===== config.mk =====
export PLATFORM = sky130hd
export DESIGN_NAME = uartm_rx_frm
export DESIGN_NICKNAME = d
export VERILOG_FILES = /design/src/rtl/uartm_rx_frm.sv
export SDC_FILE = /design/constraint.sdc
export NUM_CORES = 1
export LEC_CHECK = 0
export CAP_MARGIN = 25
export CORE_MARGIN = 3
export CORE_UTILIZATION = 55
export CTS_CLUSTER_SIZE = 28
export DETAILED_ROUTE_END_ITERATION = 16
export GPL_ROUTABILITY_DRIVEN = 0
export MAX_ROUTING_LAYER = met4
export PLACE_DENSITY = 0.86
export SYNTH_ARGS = -nofsm -noshare
export SYNTH_HDL_FRONTEND = slang
export SYNTH_SLANG_ARGS = --single-unit

===== constraint.sdc =====
create_clock -name hclk -period 5.5 [get_ports hclk]
set_input_delay 1.1 -clock hclk [delete_from_list [all_inputs] [get_ports hclk]]
set_output_delay 1.1 -clock hclk [all_outputs]
set_load 0.005 [all_outputs]

===== src/rtl/uartm_rx_frm.sv =====
// uartm_rx_frm - UART-master receive path and command framer.
//
// Oversampling byte receiver (start validation, optional parity, stop check)
// feeding a little-endian word assembler and a command framer that produces
// CMD / ADDR / optional WDATA host commands for the AHB-lite master sequencer.
//
// Optional feature macro: UARTM_RX_BREAK_DET_EN (adds brk_det output and
// break handling; when undefined a break is an ordinary framing error).
//
// Ports:
//   hclk, hreset        clock, asynchronous active-high reset
//   RX                  serial input (idle high), synchronised internally
//   baud_div            oversample tick every baud_div+1 hclk cycles
//   ctl_wsize           word size 00=8b 01=16b 10=32b 11=8b
//   ctl_par_en          parity bit present
//   ctl_par_even        1=even, 0=odd parity
//   cmd_valid/ready     command handshake
//   cmd_write           1=write, 0=read
//   cmd_addr            command address (zero-extended)
//   cmd_wdata           write data (zero-extended, 0 for reads)
//   rx_busy             byte receiver not idle
//   err_par/frm/ovr     sticky parity / framing / overrun errors
//   err_clr             clears all sticky errors (a same-cycle set wins)
//   brk_det             sticky break detect (UARTM_RX_BREAK_DET_EN only)
module uartm_rx_frm #(
  parameter int unsigned OSR         = 16,
  parameter int unsigned BAUD_W      = 16,
  parameter int unsigned AW          = 32,
  parameter int unsigned DW          = 32,
  parameter int unsigned SYNC_STAGES = 2
) (
  input  logic              hclk,
  input  logic              hreset,
  input  logic              RX,
  input  logic [BAUD_W-1:0] baud_div,
  input  logic [1:0]        ctl_wsize,
  input  logic              ctl_par_en,
  input  logic              ctl_par_even,
  output logic              cmd_valid,
  input  logic              cmd_ready,
  output logic              cmd_write,
  output logic [AW-1:0]     cmd_addr,
  output logic [DW-1:0]     cmd_wdata,
  output logic              rx_busy,
  output logic              err_par,
  output logic              err_frm,
  output logic              err_ovr,
  input  logic              err_clr
`ifdef UARTM_RX_BREAK_DET_EN
  ,
  output logic              brk_det
`endif
);

  localparam int unsigned TW = $clog2(OSR);

  typedef enum logic [2:0] {
    B_IDLE, B_START, B_DATA, B_PAR, B_STOP
`ifdef UARTM_RX_BREAK_DET_EN
    , B_BRK
`endif
  } b_state_t;

  typedef enum logic [2:0] {C_IDLE, C_CMD, C_ADDR, C_WDATA, C_OUT} c_state_t;

  // Tracks a command arriving while the previous one is still being held in
  // C_OUT, so the overrun is flagged on that command's last byte.
  typedef enum logic [1:0] {O_IDLE, O_CMD, O_ADDR, O_WDATA} o_state_t;

  // ---------------------------------------------------------------- sync
  logic [SYNC_STAGES-1:0] sync_q;
  logic                   rx_s;
  logic                   rx_prev;
  logic                   fall;

  always_ff @(posedge hclk or posedge hreset) begin
    if (hreset) begin
      sync_q  <= '1;
      rx_prev <= 1'b1;
    end else begin
      sync_q  <= {sync_q[SYNC_STAGES-2:0], RX};
      rx_prev <= rx_s;
    end
  end

  assign rx_s = sync_q[SYNC_STAGES-1];
  assign fall = rx_prev & ~rx_s;

  // ---------------------------------------------------------------- ticks
  logic [BAUD_W-1:0] baud_cnt;
  logic              tick;

  assign tick = (baud_cnt == baud_div);

  always_ff @(posedge hclk or posedge hreset) begin
    if (hreset)    baud_cnt <= '0;
    else if (tick) baud_cnt <= '0;
    else           baud_cnt <= baud_cnt + 1'b1;
  end

  // ---------------------------------------------------------------- byte FSM
  b_state_t   b_state, b_next;
  logic [TW-1:0] tick_cnt;
  logic [TW-1:0] tick_tgt;
  logic [2:0]    bit_cnt;
  logic [7:0]    shreg;
  logic          par_bad;
  logic          sample;
  logic          start_ev;
  logic          byte_done;
  logic          set_par;
  logic          set_frm;
  logic          brk_ev;
  logic          par_exp;

  logic [1:0]    cfg_wsize;
  logic          cfg_par_en;
  logic          cfg_par_even;

`ifdef UARTM_RX_BREAK_DET_EN
  logic          all_low;
`endif

  assign tick_tgt = (b_state == B_START) ? TW'(OSR/2 - 1) : TW'(OSR - 1);
  assign sample   = tick && (tick_cnt == tick_tgt);
  assign start_ev = (b_state == B_IDLE) && fall;
  assign par_exp  = cfg_par_even ? ^shreg : ~^shreg;
  assign rx_busy  = (b_state != B_IDLE);

  always_ff @(posedge hclk or posedge hreset) begin
    if (hreset) b_state <= B_IDLE;
    else        b_state <= b_next;
  end

  always_comb begin
    b_next    = b_state;
    byte_done = 1'b0;
    set_par   = 1'b0;
    set_frm   = 1'b0;
    brk_ev    = 1'b0;
    case (b_state)
      B_IDLE:  if (fall) b_next = B_START;
      B_START: if (sample) b_next = rx_s ? B_IDLE : B_DATA;
      B_DATA:  if (sample && bit_cnt == 3'd7) b_next = cfg_par_en ? B_PAR : B_STOP;
      B_PAR: begin
        if (sample) begin
          b_next  = B_STOP;
          set_par = (rx_s != par_exp);
        end
      end
      B_STOP: begin
        if (sample) begin
          b_next = B_IDLE;
          if (rx_s) byte_done = !par_bad;
`ifdef UARTM_RX_BREAK_DET_EN
          else if (all_low) begin
            // Whole frame low: treat as break and wait for line release.
            brk_ev = 1'b1;
            b_next = B_BRK;
          end
`endif
          else set_frm = 1'b1;
        end
      end
`ifdef UARTM_RX_BREAK_DET_EN
      B_BRK:   if (rx_s) b_next = B_IDLE;
`endif
      default: b_next = B_IDLE;
    endcase
  end

  always_ff @(posedge hclk or posedge hreset) begin
    if (hreset) begin
      tick_cnt <= '0;
      bit_cnt  <= '0;
      shreg    <= '0;
      par_bad  <= 1'b0;
`ifdef UARTM_RX_BREAK_DET_EN
      all_low  <= 1'b0;
`endif
    end else begin
      if (b_state == B_IDLE) tick_cnt <= '0;
      else if (sample)       tick_cnt <= '0;
      else if (tick)         tick_cnt <= tick_cnt + 1'b1;

      if (b_state == B_START) begin
        bit_cnt <= '0;
        par_bad <= 1'b0;
`ifdef UARTM_RX_BREAK_DET_EN
        all_low <= 1'b1;
`endif
      end
      if (b_state == B_DATA && sample) begin
        bit_cnt <= bit_cnt + 1'b1;
        shreg   <= {rx_s, shreg[7:1]};
`ifdef UARTM_RX_BREAK_DET_EN
        all_low <= all_low & ~rx_s;
`endif
      end
      if (b_state == B_PAR && sample) begin
        if (set_par) par_bad <= 1'b1;
`ifdef UARTM_RX_BREAK_DET_EN
        all_low <= all_low & ~rx_s;
`endif
      end
    end
  end

  // ---------------------------------------------------------------- framer
  c_state_t c_state, c_next;
  o_state_t o_state, o_next;
  logic [1:0]  beat;
  logic [31:0] word;
  logic [31:0] word_cur;
  logic        last_beat;
  logic        byte_acc;
  logic        word_done;
  logic        frame_err;
  logic        accept;
  logic        latch_cfg;
  logic        ld_cmd, ld_addr, ld_wdata, ld_ovr_cmd;
  logic        set_ovr;
  logic        ovr_write;

  assign frame_err = set_par | set_frm | brk_ev;
  assign accept    = (c_state == C_OUT) && cmd_ready;
  assign cmd_valid = (c_state == C_OUT);
  assign latch_cfg = start_ev &&
                     ((c_state == C_IDLE) || (c_state == C_OUT && o_state == O_IDLE));
  // Bytes only count while a command (real or overrunning) is being framed.
  assign byte_acc  = byte_done && (c_state != C_IDLE) &&
                     !(c_state == C_OUT && o_state == O_IDLE);
  assign word_done = byte_acc && last_beat;

  always_comb begin
    case (cfg_wsize)
      2'b01:   last_beat = (beat == 2'd1);
      2'b10:   last_beat = (beat == 2'd3);
      default: last_beat = 1'b1;
    endcase
  end

  always_comb begin
    word_cur = word;
    case (beat)
      2'd0:    word_cur[7:0]   = shreg;
      2'd1:    word_cur[15:8]  = shreg;
      2'd2:    word_cur[23:16] = shreg;
      default: word_cur[31:24] = shreg;
    endcase
  end

  always_ff @(posedge hclk or posedge hreset) begin
    if (hreset) begin
      cfg_wsize    <= '0;
      cfg_par_en   <= 1'b0;
      cfg_par_even <= 1'b0;
      beat         <= '0;
      word         <= '0;
    end else begin
      if (latch_cfg) begin
        cfg_wsize    <= ctl_wsize;
        cfg_par_en   <= ctl_par_en;
        cfg_par_even <= ctl_par_even;
      end
      if (frame_err || accept) begin
        beat <= '0;
        word <= '0;
      end else if (byte_acc) begin
        if (last_beat) begin
          beat <= '0;
          word <= '0;
        end else begin
          beat <= beat + 1'b1;
          word <= word_cur;
        end
      end
    end
  end

  always_ff @(posedge hclk or posedge hreset) begin
    if (hreset) begin
      c_state <= C_IDLE;
      o_state <= O_IDLE;
    end else begin
      c_state <= c_next;
      o_state <= o_next;
    end
  end

  always_comb begin
    c_next     = c_state;
    o_next     = O_IDLE;
    ld_cmd     = 1'b0;
    ld_addr    = 1'b0;
    ld_wdata   = 1'b0;
    ld_ovr_cmd = 1'b0;
    set_ovr    = 1'b0;
    case (c_state)
      C_IDLE: if (start_ev) c_next = C_CMD;
      C_CMD: begin
        if (frame_err) c_next = C_IDLE;
        else if (word_done) begin
          ld_cmd = 1'b1;
          c_next = C_ADDR;
        end
      end
      C_ADDR: begin
        if (frame_err) c_next = C_IDLE;
        else if (word_done) begin
          ld_addr = 1'b1;
          c_next  = cmd_write ? C_WDATA : C_OUT;
        end
      end
      C_WDATA: begin
        if (frame_err) c_next = C_IDLE;
        else if (word_done) begin
          ld_wdata = 1'b1;
          c_next   = C_OUT;
        end
      end
      C_OUT: begin
        o_next = o_state;
        case (o_state)
          O_IDLE: if (start_ev) o_next = O_CMD;
          O_CMD: begin
            if (frame_err) o_next = O_IDLE;
            else if (word_done) begin
              ld_ovr_cmd = 1'b1;
              o_next     = O_ADDR;
            end
          end
          O_ADDR: begin
            if (frame_err) o_next = O_IDLE;
            else if (word_done) begin
              o_next  = ovr_write ? O_WDATA : O_IDLE;
              set_ovr = !ovr_write;
            end
          end
          default: begin
            if (frame_err) o_next = O_IDLE;
            else if (word_done) begin
              o_next  = O_IDLE;
              set_ovr = 1'b1;
            end
          end
        endcase
        if (accept) begin
          c_next = C_IDLE;
          o_next = O_IDLE;
        end
      end
      default: c_next = C_IDLE;
    endcase
  end

  always_ff @(posedge hclk or posedge hreset) begin
    if (hreset) begin
      cmd_write <= 1'b0;
      cmd_addr  <= '0;
      cmd_wdata <= '0;
      ovr_write <= 1'b0;
    end else begin
      if (ld_cmd) begin
        cmd_write <= word_cur[0];
        cmd_wdata <= '0;
      end
      if (ld_addr)    cmd_addr   <= AW'(word_cur);
      if (ld_wdata)   cmd_wdata  <= DW'(word_cur);
      if (ld_ovr_cmd) ovr_write  <= word_cur[0];
    end
  end

  // ---------------------------------------------------------------- errors
  always_ff @(posedge hclk or posedge hreset) begin
    if (hreset) begin
      err_par <= 1'b0;
      err_frm <= 1'b0;
      err_ovr <= 1'b0;
    end else begin
      if (set_par)      err_par <= 1'b1;
      else if (err_clr) err_par <= 1'b0;
      if (set_frm)      err_frm <= 1'b1;
      else if (err_clr) err_frm <= 1'b0;
      if (set_ovr)      err_ovr <= 1'b1;
      else if (err_clr) err_ovr <= 1'b0;
    end
  end

`ifdef UARTM_RX_BREAK_DET_EN
  always_ff @(posedge hclk or posedge hreset) begin
    if (hreset)       brk_det <= 1'b0;
    else if (brk_ev)  brk_det <= 1'b1;
    else if (err_clr) brk_det <= 1'b0;
  end
`endif

endmodule


==> impl_metrics.toml, run 1 <==
[final_layout]
regArea_um2 = 3760
diodes = 0
final_nets = 796
synthToLayoutAreaGrowth_pct = 22.7
drive_gt1_share_pct = 16.4
multi_input_area_um2 = 3230
design_area_um2 = 8920
instances_no_fill = 945
fillCellCount = 861
postLayoutCoreUtil_pct = 69.8

[detailed_routing]
wirelength_mm = 16.9
dr.pass1.iters = 5
vias = 5515
drt_iter0_markers = 445
wl_per_cell_um = 17.9
antenna_left = 0
vias_per_cell = 5.84
drc_errors = 0

[yosys]
ys_seq_area_share_pct = 51.7
syn_nets = 724
synth_seq_cells = 150
synthesis.area_um2 = 7270
synth_edf_count = 0
yosys.area.top_type = "dfrtp_1"
ys_warn_count = 0
async_reset_ff_share_pct = 100
synth.distinct_cells = 51
yosysMostFrequentCell = "dfrtp_1"
syn_inst = 688
syn_avg_cell_area_um2 = 10.6
netlist_top_cells_area = "dfrtp_1 51%, mux2_2 7.3%, mux2_4 6.0%, nand2_1 5.8%, o21ai_0 4.9%"
synthTopCellsByCount = "147 x dfrtp_1, 112 x nand2_1, 71 x o21ai_0"
yosysTopAreaCellShare_pct = 50.6
ys.flop_type = "dfrtp_1"

[floorplan]
ioPinCount = 95
rows = 41
core_area_um2 = 12800
fp.dieW_um = 121
initial_core_util_pct = 56.9
die-area_um2 = 14600
die_height_um = 121

[global_route]
grt_pass1_vias = 5620
grt_usage_pct = 25.1
grt_max_degree = 123
grt_pass1_wl_mm = 28.2
overflow = 0
grt_antenna_before_repair = 0

[sta]
fin_ws_ns = 1.58
relSlewSlack_pct = 28.1
fin_worst_skew_ns = 0.0106
setup_viol = 0
rsz0062_at_grt = "false"
hold_viol_final = 0
clock.fmax_ghz = 0.255
tns_ns = 0
tightest_slew_ns = 1.08
layout_min_cycle_time_ns = 3.92
report.final.slew_viol_count = 0
fin_crit_sh_pct = 71.3

[pwr]
switching_power_uw = 565
p_leak_nw = 4.02
power_frac_comb_pct = 5.1
p_sw_share_pct = 23.0
internal-power_mw = 1.90
pwr-share-clk_pct = 48.1
p_per_area_nw_per_um2 = 276
irDropWorstVdd_uv = 168
p_seq_share_pct = 46.8

[setup_path]
crit_fanout = 32
slowest_stage = "or4_2"
endpoint_kind = "flop"
crit_chain = "clkdlybuf4s50_1 > xor2_1 > nor4_1 > and4_1 > nand3_2 > or4_2 > mux2_4"
worstPathRequired_ns = 5.80
worstSetupPathType = "in2reg"
max_stage_delay_ns = 1.14
r2r_cells = 6
cp_data_arrival_time_ns = 4.22
start_kind = "input pin"

[clock_tree]
cts_tree = "yes"
cts_root_buffer = "clkbuf_16"
clk_pin_slew_ns = 0.06
cts_resized = 0
cts.sinks = 150
clockBufferDepth = 2
htree_levels = 4
cts_hold_buffers = 0
insertion_delay_ns = 0.43
cts-buffers-inserted = 17
cts_setup_buffers = 0

[placed_design]
preCtsSetupSlack_ns = 1.18
placed_cell_area_um2 = 8260
dp_hpwl_mm = 11.3
io_buffers = 94
dp.cells = 911

[min_path]
hold_path.class = "reg2reg"
holdPathStages = 0

[status]
status = "complete, no violations"

[run]
maxCapViolations = 0
## final timing paths
kind	start	to	slack, ns
max	baud_div[13]	cmd_addr[26]	1.58
min	sync_q[0]	sync_q[1]	0.36
max reg2reg	b_state[0]	cmd_addr[26]	1.86
min reg2reg	sync_q[0]	sync_q[1]	0.36
max in group asynchronous	hreset	cmd_wdata[13]	3.34
min in group asynchronous	hreset	cmd_addr[4]	1.00
## kinds of logic after synthesis
| kind of cell | share of synthesized area (%) |
|---|---|
| compound gates | 10.8 |
| xor+xnor | 5.11 |
| fa+ha+maj | 1.89 |
| buf+inv | 3.94 |
| flops | 51.7 |
| mux | 13.5 |
| simple gates | 13.0 |
## sequential cells by signal, indices dropped and copies added (netlist names), 2 cells and up
signal,count
cmd_addr,32
cmd_wdata,32
word,32
baud_cnt,16
shreg,8
tick_cnt,4
b_state,3
bit_cnt,3
c_state,3
beat,2
cfg_wsize,2
o_state,2
sync_q,2
## power by group through the flow
stage | registers (mW) | clock network (mW) | logic (mW)
6_report | 1.15 | 1.18 | 0.125
5_1_grt | 1.15 | 1.25 | 0.139
4_1_cts | 1.15 | 1.20 | 0.124
3_5_place_dp | 1.17 | 0 | 0.124
3_3_place_gp | 1.17 | 0 | 0.118
2_1_floorplan | 1.16 | 0 | 0.0895
## cell type report
| cell class | count | share of cell area, % |
|---|---|---|
| clock inverter | 15 | 2.01 |
| timing repair buffer | 102 | 11.7 |
| inverter | 17 | 0.772 |
| clock buffer | 17 | 4.77 |
| sequential | 150 | 42.1 |
| multi-input combinational | 472 | 36.2 |
| tap | 172 | 2.41 |
## placed cells by master, fill, tap and decap left out, types with 3 or more instances in the layout
cell,netlist,routed
dfrtp_1,147,147
nand2_1,112,112
clkdlybuf4s50_1,0,94
o21ai_0,71,71
mux2_2,47,47
a21oi_1,42,42
mux2_4,29,29
xor2_1,28,28
nor2_1,27,27
clkbuf_16,0,17
inv_1,17,16
nand3_1,13,13
ha_1,11,11
xnor2_1,10,10
nor4_1,7,7
and4_1,7,7
nand4_1,6,6
o21ai_1,7,6
buf_4,1,6
and3_1,5,5
nor3_1,5,5
and2_1,4,4
or3_1,4,4
nand4b_1,4,4
inv_6,0,4
clkinvlp_4,0,4
o2111ai_1,3,3
a211oi_1,3,3
nand2b_1,3,3
clkinv_2,0,3
bufinv_16,0,3
dfstp_2,3,3
## per-stage QoR
| stage | total power [mW] | hold WS [ns] |
|---|---|---|
| floorplan | 1.25 | 0.345 |
| finish | 2.46 | 0.357 |
| global placement | 1.29 | 0.347 |
| CTS | 2.47 | 0.358 |
| global route | 2.55 | 0.360 |
| detailed placement | 1.30 | 0.349 |
## layer usage
| layer | global-route usage [%] | routed length [um] | vias up |
|---|---|---|---|
| li1 | - | - | 2525 |
| met1 | 31.6 | 6970 | 2718 |
| met2 | 39.9 | 8400 | 237 |
| met3 | 6.20 | 1140 | 35 |
| met4 | 8.57 | 378 | 0 |
| met5 | - | 0 | - |
## critical path: cells and delay by family
family / cells / cell delay [ns]
simple gates: 4 / 2.03
mux: 1 / 0.48
buf+inv: 1 / 0.43
xor+xnor: 1 / 0.17
(Power assumes the default switching activity.)
==> inputs of run 2 (changes only) <==
--- a/config.mk
+++ b/config.mk
@@ -7,12 +7,12 @@
 export LEC_CHECK = 0
 export CAP_MARGIN = 25
 export CORE_MARGIN = 3
-export CORE_UTILIZATION = 55
+export CORE_UTILIZATION = 50
 export CTS_CLUSTER_SIZE = 28
 export DETAILED_ROUTE_END_ITERATION = 16
 export GPL_ROUTABILITY_DRIVEN = 0
 export MAX_ROUTING_LAYER = met4
-export PLACE_DENSITY = 0.86
+export PLACE_DENSITY = 0.82
 export SYNTH_ARGS = -nofsm -noshare
 export SYNTH_HDL_FRONTEND = slang
 export SYNTH_SLANG_ARGS = --single-unit
==> constraint.sdc (replaced) <==
create_clock -name hclk -period 3.4 [get_ports hclk]
set_input_delay 0.68 -clock hclk [delete_from_list [all_inputs] [get_ports hclk]]
set_output_delay 0.68 -clock hclk [all_outputs]
set_load 0.005 [all_outputs]
==> run 2 against run 1 <==
Compared with the run above:
- non-clock buffer count up 6
- critical path depth up 1
- final cell count up 1.4%
- clock power up 62%
- count of clock-buffer cells in the layout up 2
==> impl_metrics.toml, run 2 (synthesized netlist as in run 1, its figures left out) <==
[status]
status = "complete, no violations"

[floorplan]
die-area_um2 = 16000
rows = 43
fp.dieW_um = 127
die_height_um = 127
core_area_um2 = 14000
ioPinCount = 95
initial_core_util_pct = 51.8

[detailed_routing]
antenna_left = 0
wirelength_mm = 17.2
vias_per_cell = 5.75
drc_errors = 0
drt_iter0_markers = 349
dr.pass1.iters = 5
vias = 5509
wl_per_cell_um = 17.9

[sta]
layout_min_cycle_time_ns = 2.92
hold_viol_final = 0
tns_ns = 0
fin_worst_skew_ns = 0.00657
fin_ws_ns = 0.478
setup_viol = 0
fin_crit_sh_pct = 85.9
clock.fmax_ghz = 0.342
report.final.slew_viol_count = 0
tightest_slew_ns = 0.763
rsz0062_at_grt = "false"
relSlewSlack_pct = 48.8

[clock_tree]
htree_levels = 4
clockBufferDepth = 2
cts-buffers-inserted = 17
cts_resized = 0
cts_tree = "yes"
insertion_delay_ns = 0.43
cts_root_buffer = "clkbuf_16"
cts.sinks = 150
clk_pin_slew_ns = 0.06
cts_setup_buffers = 0
cts_hold_buffers = 0

[setup_path]
worstSetupPathType = "in2reg"
crit_chain = "clkdlybuf4s50_1 > xor2_1 > nor4_1 > and4_1 > buf_4 > nand2_1 > o31a_1 > a211oi_1"
reg2reg_slack_ns = 0.60
crit-reg2reg-launch = "b_state[0]"
endpoint_kind = "flop"
path_buf_inv = 2
worstPathRequired_ns = 3.72
cp_top_family = "simple AND/OR/NAND/NOR gates"
crit_fanout = 31
r2r_cells = 7
max_stage_delay_ns = 0.42
slowest_stage = "clkdlybuf4s50_1"
start_kind = "input pin"
cp_data_arrival_time_ns = 3.24
r2r-end = "cmd_addr[18]"

[global_route]
overflow = 0
grt_pass1_vias = 5790
grt_antenna_before_repair = 0
grt_pass1_wl_mm = 28.8
grt_usage_pct = 22.8
grt_max_degree = 72

[pwr]
switching_power_uw = 903
p_total_mw = 3.98
p_seq_share_pct = 46.8
internal-power_mw = 3.08
p_sw_share_pct = 22.7
p_per_area_nw_per_um2 = 444
p_leak_nw = 4.05
irDropWorstVdd_uv = 348
pwr-share-clk_pct = 48.1
power_frac_comb_pct = 5.2

[final_layout]
synthToLayoutAreaGrowth_pct = 23.4
design_area_um2 = 8970
multi_input_area_um2 = 3230
regArea_um2 = 3760
fillCellCount = 1003
reg_top3 = "cmd_addr (32), cmd_wdata (32), word (32)"
final_common_cell = "dfrtp_1"
postLayoutCoreUtil_pct = 63.9
final_nets = 802
final_cell_mix = "147 x dfrtp_1, 112 x nand2_1, 94 x clkdlybuf4s50_1"
drive_gt1_share_pct = 16.8
diodes = 0

[placed_design]
io_buffers = 94
placed_cell_area_um2 = 8380
dp_hpwl_mm = 11.5
preCtsSetupSlack_ns = 0.0916

[run]
maxCapViolations = 0

[min_path]
holdPathStages = 0
hold_path.startpoint = "sync_q[0]"
holdPathEnd = "sync_q[1]"
hold_path.class = "reg2reg"
run 2: worst max path at each step:
stage / start / to / slack (ns) / depth (start not counted)
after floorplan: baud_div[13] / cmd_addr[10] / 0.81 / 8
after global placement: baud_div[7] / cmd_addr[20] / 0.15 / 8
after detailed placement: baud_div[7] / c_state[1] / 0.09 / 8
after CTS: baud_div[7] / c_state[1] / 0.51 / 8
after global routing: baud_div[7] / c_state[0] / 0.35 / 8
final: baud_div[7] / c_state[1] / 0.48 / 8
run 2: per-layer routing:
layer / track usage (%) / vias up / wire, um
met3: 4.97 / 38 / 937
li1: - / 2530 / -
met2: 35.8 / 184 / 8500
met4: 8.83 / 0 / 391
met5: - / - / 0
met1: 29.0 / 2757 / 7320
run 2: final cells by class:
class	count	share of cell area, %
sequential	150	41.9
inverter	17	0.753
tap	180	2.51
timing repair buffer	108	12.2
multi-input combinational	472	36.0
clock inverter	12	1.70
clock buffer	19	4.94
run 2: power groups by stage:
| stage | registers [mW] | logic (mW) | clock network, mW |
|---|---|---|---|
| 4_1_cts | 1.86 | 0.210 | 1.93 |
| 2_1_floorplan | 1.88 | 0.145 | 0 |
| 6_report | 1.86 | 0.206 | 1.91 |
| 3_3_place_gp | 1.89 | 0.196 | 0 |
| 3_5_place_dp | 1.89 | 0.207 | 0 |
| 5_1_grt | 1.87 | 0.229 | 2.01 |
run 2: worst register-to-register path: stages (launching register included):
cell	delay [ns]
dfrtp_1	0.47
or3b_4	0.44
a2111oi_4	0.32
buf_4	0.21
nand3_2	0.09
or4_2	0.59
buf_12	0.23
mux2_4	0.34
run 2: stage by stage:
step	std cells	hold WS (ns)
4_1_cts	958	0.362
2_1_floorplan	688	0.345
3_3_place_gp	927	0.346
6_report	958	0.359
5_1_grt	958	0.364
3_5_place_dp	927	0.347
==> inputs of run 3 (changes only) <==
--- a/config.mk
+++ b/config.mk
@@ -6,7 +6,6 @@
 export NUM_CORES = 1
 export LEC_CHECK = 0
 export CAP_MARGIN = 25
-export CORE_MARGIN = 3
 export CORE_UTILIZATION = 50
 export CTS_CLUSTER_SIZE = 28
 export DETAILED_ROUTE_END_ITERATION = 16
==> run 3 against run 2 <==
Compared with the run above:
- register-to-register slack barely moved
- clock skew rose by 0.0021 ns
- core utilization rose by 0.39 points
- clock power rose by 8%
- fmax fell by 1.7%
- non-clock buffer count rose by 1
- hold slack got worse by 0.0031 ns
- cell area rose by 0.61%
==> impl_metrics.toml, run 3 (synthesized netlist as in run 1, its figures left out) <==
[pwr]
p_total_mw = 4.13
p_per_area_nw_per_um2 = 457
p_leak_nw = 4.08
irDropWorstVdd_uv = 354

[final_layout]
final_common_cell = "dfrtp_1"
reg_top3 = "cmd_addr (32), cmd_wdata (32), word (32)"
final_cell_mix = "147 x dfrtp_1, 112 x nand2_1, 94 x clkdlybuf4s50_1"
final_nets = 803
synthToLayoutAreaGrowth_pct = 24.2
fillCellCount = 1028
diodes = 0
drive_gt1_share_pct = 17.2

[global_route]
grt_pass1_wl_mm = 27.7
overflow = 0
grt_max_degree = 151
grt_antenna_before_repair = 0
grt_pass1_vias = 5593
grt_usage_pct = 24.8

[floorplan]
rows = 43
die_height_um = 123
core_area_um2 = 14000
ioPinCount = 95
initial_core_util_pct = 51.8
die-area_um2 = 15000
fp.dieW_um = 123

[setup_path]
slowest_stage = "nor4_1"
cp_data_arrival_time_ns = 3.30
r2r_cells = 7
cp_num_cells = 8
crit-reg2reg-launch = "b_state[0]"
path_buf_inv = 2
crit_fanout = 31
r2r-end = "cmd_addr[26]"
reg2reg_slack_ns = 0.60
cp_top_family = "simple AND/OR/NAND/NOR gates"
worstSetupPathType = "in2reg"
max_stage_delay_ns = 0.44
endpoint_kind = "flop"
crit_chain = "clkdlybuf4s50_1 > xor2_1 > nor4_1 > and4_1 > buf_4 > nand2_1 > or3_1 > o21ai_0"
start_kind = "input pin"
worstPathRequired_ns = 3.73
startpoint = "baud_div[7]"

[min_path]
hold_path.class = "reg2reg"
hold_path.startpoint = "sync_q[0]"
holdPathEnd = "sync_q[1]"
holdPathStages = 0

[sta]
fin_worst_skew_ns = 0.00868
clock.fmax_ghz = 0.336
hold_viol_final = 0
setup_viol = 0
tns_ns = 0
report.final.slew_viol_count = 0
fin_crit_sh_pct = 87.5
tightest_slew_ns = 0.849
layout_min_cycle_time_ns = 2.97
rsz0062_at_grt = "false"
relSlewSlack_pct = 43.4

[clock_tree]
cts_hold_buffers = 0
cts_tree = "yes"
cts_root_buffer = "clkbuf_16"
clockBufferDepth = 2
cts_resized = 0
cts_setup_buffers = 0
cts-buffers-inserted = 17
cts.sinks = 150
insertion_delay_ns = 0.43
clk_pin_slew_ns = 0.06
htree_levels = 4

[detailed_routing]
wirelength_mm = 16.9
vias = 5550
wl_per_cell_um = 17.6
antenna_left = 0
dr.pass1.iters = 5
vias_per_cell = 5.78
drt_iter0_markers = 379
drc_errors = 0

[status]
status = "complete, no violations"

[run]
maxCapViolations = 0

[placed_design]
dp_hpwl_mm = 11.1
io_buffers = 94
## run 3: worst max-delay path by stage
stage,slack [ns],end
2_1_floorplan,0.81,cmd_addr[10]
4_1_cts,0.46,c_state[2]
3_3_place_gp,0.11,cmd_addr[19]
3_5_place_dp,0.02,cmd_addr[20]
5_1_grt,0.26,c_state[1]
6_report,0.43,c_state[2]
## run 3: area by class of cell
cell class                      instances  area, um2  area share [%]
Multi-Input combinational cell        472       3230            35.8
Sequential cell                       150       3760            41.6
Inverter                               17       67.6           0.748
Clock buffer                           20        467            5.17
Tap cell                              180        225            2.49
Timing Repair Buffer                  109       1090            12.1
Clock inverter                         12        189            2.09
## run 3: where the power goes
part           switching (mW)  internal (mW)
sequential             0.0452           1.82
combinational           0.111         0.0904
clock                   0.766           1.30
## run 3: through the flow
stage          cell area, um2  hold WS, ns  instances  utilization [%]  worst slack [ns]
6_report                 9030        0.356        960             64.3             0.427
5_1_grt                  9030        0.358        960             64.3             0.263
4_1_cts                  9030        0.357        960             64.3             0.458
3_5_place_dp             8370        0.348        928             59.6            0.0192
3_3_place_gp             8370        0.346        928             59.6             0.111
2_1_floorplan            7270        0.345        688                -             0.806
## run 3: metal layers
layer	vias up	routed length [um]	track usage, %
met5	-	0	-
met3	37	873	4.60
met1	2787	7060	30.0
li1	2545	-	-
met2	181	8630	40.7
met4	0	355	10.2
